## src/rtl/serial_adder.sv

```systemverilog
// Bit-serial adder: adds two WIDTH-bit operands plus carry-in one bit per
// clock, LSB first, through a single full adder. A result appears WIDTH edges
// after an accepted start. It is held in S/Cout until the next completion.
module serial_adder #(
  parameter int WIDTH = 8
) (
  input  logic             clk,
  input  logic             rst_n,
  input  logic             start,
  input  logic [WIDTH-1:0] A,
  input  logic [WIDTH-1:0] B,
  input  logic             Cin,
  output logic [WIDTH-1:0] S,
  output logic             Cout,
  output logic             busy,
  output logic             done
);

  localparam int CNT_W = $clog2(WIDTH + 1);
  localparam logic [CNT_W-1:0] LAST_CNT = CNT_W'(WIDTH - 1);
  localparam logic [CNT_W-1:0] CNT_ONE  = CNT_W'(1);

  typedef enum logic [1:0] {
    IDLE = 2'd0,
    RUN  = 2'd1,
    DONE = 2'd2
  } state_t;

  state_t           state_q;
  logic [WIDTH-1:0] a_sh_q;
  logic [WIDTH-1:0] b_sh_q;
  // Partial result: holds the WIDTH-1 most recent sum bits. The final sum bit
  // is merged in directly at completion, so no register bit is left unused.
  logic [WIDTH-2:0] res_q;
  logic             carry_q;
  logic [CNT_W-1:0] cnt_q;
  logic [WIDTH-1:0] s_q;
  logic             cout_q;
  logic             busy_q;
  logic             done_q;

  logic [1:0]       fa_d;     // {carry, sum} produced by this cycle's bit
  logic [WIDTH-1:0] res_d;    // result register with this cycle's sum bit shifted in
  logic             accept_d; // start is honoured only outside RUN

  // One full-adder cell, returned as {carry, sum}.
  function automatic logic [1:0] full_add(input logic a, input logic b, input logic c);
    logic sum;
    logic cy;
    sum = a ^ b ^ c;
    cy  = (a & b) | (a & c) | (b & c);
    return {cy, sum};
  endfunction

  // Combinational datapath: current bit-slice add and the shifted result.
  always_comb begin
    fa_d     = full_add(a_sh_q[0], b_sh_q[0], carry_q);
    res_d    = {fa_d[0], res_q};
    accept_d = start && ((state_q == IDLE) || (state_q == DONE));
  end

  // Control FSM with its datapath registers and registered outputs.
  always_ff @(posedge clk or negedge rst_n) begin
    if (!rst_n) begin
      state_q <= IDLE;
      a_sh_q  <= {WIDTH{1'b0}};
      b_sh_q  <= {WIDTH{1'b0}};
      res_q   <= {(WIDTH-1){1'b0}};
      carry_q <= 1'b0;
      cnt_q   <= {CNT_W{1'b0}};
      s_q     <= {WIDTH{1'b0}};
      cout_q  <= 1'b0;
      busy_q  <= 1'b0;
      done_q  <= 1'b0;
    end else if (accept_d) begin
      // Operands are captured here only; later input changes have no effect.
      a_sh_q  <= A;
      b_sh_q  <= B;
      carry_q <= Cin;
      res_q   <= {(WIDTH-1){1'b0}};
      cnt_q   <= {CNT_W{1'b0}};
      state_q <= RUN;
      busy_q  <= 1'b1;
      done_q  <= 1'b0;
    end else begin
      case (state_q)
        IDLE: begin
          busy_q <= 1'b0;
          done_q <= 1'b0;
        end
        RUN: begin
          a_sh_q  <= {1'b0, a_sh_q[WIDTH-1:1]};
          b_sh_q  <= {1'b0, b_sh_q[WIDTH-1:1]};
          res_q   <= res_d[WIDTH-1:1];
          carry_q <= fa_d[1];
          cnt_q   <= cnt_q + CNT_ONE;
          if (cnt_q == LAST_CNT) begin
            s_q     <= res_d;
            cout_q  <= fa_d[1];
            done_q  <= 1'b1;
            busy_q  <= 1'b0;
            state_q <= DONE;
          end else begin
            done_q  <= 1'b0;
            busy_q  <= 1'b1;
          end
        end
        DONE: begin
          done_q  <= 1'b0;
          busy_q  <= 1'b0;
          state_q <= IDLE;
        end
        default: begin
          done_q  <= 1'b0;
          busy_q  <= 1'b0;
          state_q <= IDLE;
        end
      endcase
    end
  end

  assign S    = s_q;
  assign Cout = cout_q;
  assign busy = busy_q;
  assign done = done_q;

endmodule

```

## config.mk

```make
export PLATFORM = sky130hd
export DESIGN_NAME = serial_adder
export DESIGN_NICKNAME = d
export VERILOG_FILES = /design/src/rtl/serial_adder.sv
export SDC_FILE = /design/constraint.sdc
export NUM_CORES = 1
export LEC_CHECK = 0
export ABC_AREA = 1
export CAP_MARGIN = 20
export CELL_PAD_IN_SITES_DETAIL_PLACEMENT = 1
export CELL_PAD_IN_SITES_GLOBAL_PLACEMENT = 2
export CORE_MARGIN = 2
export CORE_UTILIZATION = 33
export CTS_BUF_LIST = sky130_fd_sc_hd__clkbuf_4
export DETAILED_ROUTE_END_ITERATION = 12
export HOLD_SLACK_MARGIN = 0.06
export PLACE_DENSITY_LB_ADDON = 0.1
export SKIP_LAST_GASP = 1
export SLEW_MARGIN = 10
export SYNTH_ARGS = -nofsm -noshare
export SYNTH_HDL_FRONTEND = slang
export SYNTH_SLANG_ARGS = --single-unit
```

## constraint.sdc

```tcl
create_clock -name clk -period 1.6 [get_ports clk]
set_clock_uncertainty 0.05 [all_clocks]
set_input_delay 0.24 -clock clk [delete_from_list [all_inputs] [get_ports clk]]
set_output_delay 0.24 -clock clk [all_outputs]
set_load 0.02 [all_outputs]
```

Yosys cells after proc, flatten, opt, wreduce, memory -nomap -nowiden
Cells that the tools add are included.
Cells by class
  add/subtract/negate cells: 1
  equality and inequality tests: 5
  muxes and demuxes: 19
  bitwise operators: 8
  reduce and logical (&&, ||, !) cells: 6
Operator list (number)
  2-to-1 mux 8 bit: 4
  2-to-1 mux 7 bit: 2
  2-to-1 mux 1 bit: 8
  2-to-1 mux 4 bit: 2
  adder 4 x 1 -> 4 bit, second input constant: 1
  == test 4 x 3 -> 1 bit, second input constant: 1
  2-to-1 mux 2 bit: 2
  case mux 2 bit (2 select lines): 1
  AND 1 bit: 3
  inequality test 3 bit, second input constant: 1
  AND reduction 3 bit: 1
  == test 2 x 1 -> 1 bit, second input constant: 1
  == test 2 bit, second input constant: 1
  zero test 2 bit: 1
  inequality test 2 bit, second input constant: 1
  OR 1 bit: 2
  AND reduction 2 bit: 1
  nonzero test 2 bit: 1
  bitwise XOR 1 bit: 2
  logical AND 1 bit: 1
  logical OR 1 bit: 1
  NOT 1 bit: 1
Word-level totals
  flip-flop bits (word level): 41
  input bits: 20
  logic and storage cells: 49

Depth between registers and ports, before layout
  depth after elaboration: 5
  depth in mapped cells: 7

Worst setup path after synthesis
OpenSTA, ideal clock, no wires.
  path type: register -> register
  start point: register cnt_q[0]
  end point: register s_q[0], in the netlist S[0]
  setup time: 123 ps
  arrival: 1001 ps
  required time: 1427 ps
  setup slack: 426 ps
  stages on the path, launching flop included: 6
  path buffers: 1
  period minus slack after synthesis: 1174 ps
  cells stage by stage: dfrtp_1 -> ha_1 -> nand2_2 -> buf_6 -> o21ai_0 -> nand2_1
Between the ends
  cells in the longest elaborated chain, start to end: 2
RTL lines
  start: declaration: line 36  | logic [CNT_W-1:0] cnt_q;
  start signal: assignment: line 70  | cnt_q <= {CNT_W{1'b0}};
  start signal: assignment: line 81  | cnt_q <= {CNT_W{1'b0}};
  start signal: assignment: line 96  | cnt_q <= cnt_q + CNT_ONE;
  == test 4 x 3 -> 1 bit: line 97  | if (cnt_q == LAST_CNT) begin
  AND reduction 3 bit (no line)
  end signal: assignment: line 71  | s_q <= {WIDTH{1'b0}};
  end signal: assignment: line 98  | s_q <= res_d;
  end: declaration: line 37  | logic [WIDTH-1:0] s_q;
Every way passes these cells.
A chain may end at the register's enable or synchronous reset.

Final worst setup path
  start point: register cnt_q[0]
  end point: register s_q[4], in the netlist S[4]
Same word-level chain as after synthesis.

==> results.ini <==
[clock_tree]
cts_made_buffers = 5
clock_path_buffers = 2
postCtsSetupBuffers = 0
cts_tree = built
htreeDepth = 2
cts.clk_slew.worst_paths_ns = 0.13
clk_latency_ns = 0.35
cts_root_buffer = clkbuf_4
cts.sinks = 41

[status]
status = finished clean

[worst_setup_path]
r2r_start = cnt_q[0]
cpLargestDelayFamily = simple AND/OR/NAND/NOR gates
worst-path-max-fanout = 11
worstSetupEndpointType = register
crit_buf_inv = 0
arrival_ns = 1.65
critical-path-slowest-cell = dfrtp_1
slowest_delay_ns = 0.42
rr_endpoint = S[4]
reg2regPathDepth = 5
ff2ff_setup_slack_ns = 0.20
start_kind = register
crit_top_cell = nand2_1
critPathKind = register to register
path_cells = ha_1 > nand2_2 > nor2_4 > nand2_1 > nand2_1
worstPathRequired_ns = 1.85

[die]
core-area_um2 = 5170
ioPinCount = 31
num_rows = 26
start_util = 0.346
die-area_um2 = 6020
die_x_um = 77.6
die_h_um = 77.6

[power]
power_density_nw_per_um2 = 1930
peakVddDrop_mv = 0.610
p_leak_nw = 1.06

[layout]
insertedDiodeCount = 0
final_cell_mix = nand2_1, dfrtp_1, clkdlybuf4s50_1
syn2layout_area_growth_pct = 22.3
final_util = 0.423
drive_above_1_share = 0.0946
nNetsFinal = 244
layout_commonest_cell = nand2_1

[routing]
ant_nets = 0
drt-total-wl_mm = 3.85
first_iter_violations = 51
vias_per_cell = 4.71
drcViolationCount = 0
wire_per_inst_um = 13.2
drt-pass1-iter-count = 4
vias = 1375

[synth]
synth.area.mux_share = 0
yosys.area_share.simple = 0.220
synth.distinct_cells = 23
syn-num-nets = 213
synthCells = 191
syn-cell-area_um2 = 1790
synth-compound-area-share = 0.113
synth_warnings = 0
synth_top_family_by_area = simple AND/OR/NAND/NOR gates
seq_area_frac_synth = 0.574
synth_seq_cells = 41
synthAdderAreaFrac = 0.0182
syn_area_per_cell_um2 = 9.36
synth_xor_area_frac = 0

[place]
dp_hpwl_mm = 2.78
portBuffers = 30
dp_slack_ns = 0.0576
gp_congestion = 0.748

[timing]
hold_ws_ns = 0.295
fin_crit_ns = 1.40
timing.fmax_mhz = 717
worst_pin_slew_ns = 0.440
slew_headroom = 0.707
rsz0062_at_grt = no
fin_setup_tns_ns = 0
setup_viol = 0
slew_violations = 0
finalHoldViolCount = 0
finalCritPeriodShare = 0.872
setup_ws_ns = 0.205

[global_route]
grt_overflow = 0
grt_max_degree = 26
grt_pass1_wl_mm = 6.61
antenna_found_initial = 0
grtUsageTotal = 0.139
grt_pass1_vias = 1395

[flow_run]
cap_violations = 0

[hold_path]
hold_class = primary input to asynchronous set/reset pin

stage by stage:
step | area [um^2] | cells | power, W
floorplan | 1790 | 191 | 0.00316
finish | 2190 | 292 | 0.00422
CTS | 2180 | 292 | 0.00431
global placement | 2110 | 284 | 0.00361
detailed placement | 2110 | 284 | 0.00374
global route | 2190 | 292 | 0.00459
worst max path at each step:
stage               startpoint        end  cells after the start
floorplan             cnt_q[0]       S[0]                      5
global placement         start   res_q[0]                      6
detailed placement       start  b_sh_q[1]                      5
CTS                       done       done                      1
global route          cnt_q[0]       S[4]                      5
finish                cnt_q[0]       S[4]                      5
layer usage:
layer  share of wire  vias up  track usage
met5               0        -            0
met4           0.012        0       0.0429
met3           0.038        5       0.0395
met2            0.51       25        0.234
met1            0.44      671        0.172
li1                -      674            -
timing repair:
item                                    CTS  global route
hold buffers                              1             0
gates resized for setup                  10             1
hold endpoints to repair                 16             0
endpoints found under the setup margin   10             1
cell usage after synthesis, drive strengths merged:
library cell | n | share of area
o22ai | 5 | 0.017
o21ai | 22 | 0.062
nand3 | 9 | 0.025
a31oi | 2 | 0.0070
a21oi | 7 | 0.020
fa | 1 | 0.011
ha | 1 | 0.0070
buf | 8 | 0.043
dfrtp | 41 | 0.57
nand2 | 68 | 0.16
inv | 15 | 0.033
o211ai | 1 | 0.0070
nor2 | 11 | 0.033
logic make-up after synthesis:
group                      count (synthesis)
AOI/OAI and AO/OA                         37
adders and majority gates                  2
buffers and inverters                     23
DFF                                       41
and+or+nand+nor                           88
sequential cells by signal, indices dropped and copies added (netlist names):
| name | count |
|---|---|
| Cout | 1 |
| a_sh_q | 8 |
| busy | 1 |
| cnt_q | 4 |
| done | 1 |
| b_sh_q | 8 |
| state_q | 2 |
| res_q | 7 |
| S | 8 |
| carry_q | 1 |
power by group:
group / total, W / switching [W] / internal, W
Combinational: 0.00178 / 0.00115 / 0.000634
Sequential: 0.00177 / 0.000258 / 0.00152
Clock: 0.000657 / 0.000339 / 0.000319
layout make-up:
class | instances | area [um^2]
fillers | 593 | 2990
flip-flops and latches | 41 | 1030
multi-input cells | 127 | 627
repair buffers | 32 | 315
well taps | 70 | 87.6
inverters | 15 | 58.8
clock buffers | 5 | 37.5
clock inverters | 2 | 35.0
Power figures use the tool's default switching activity.
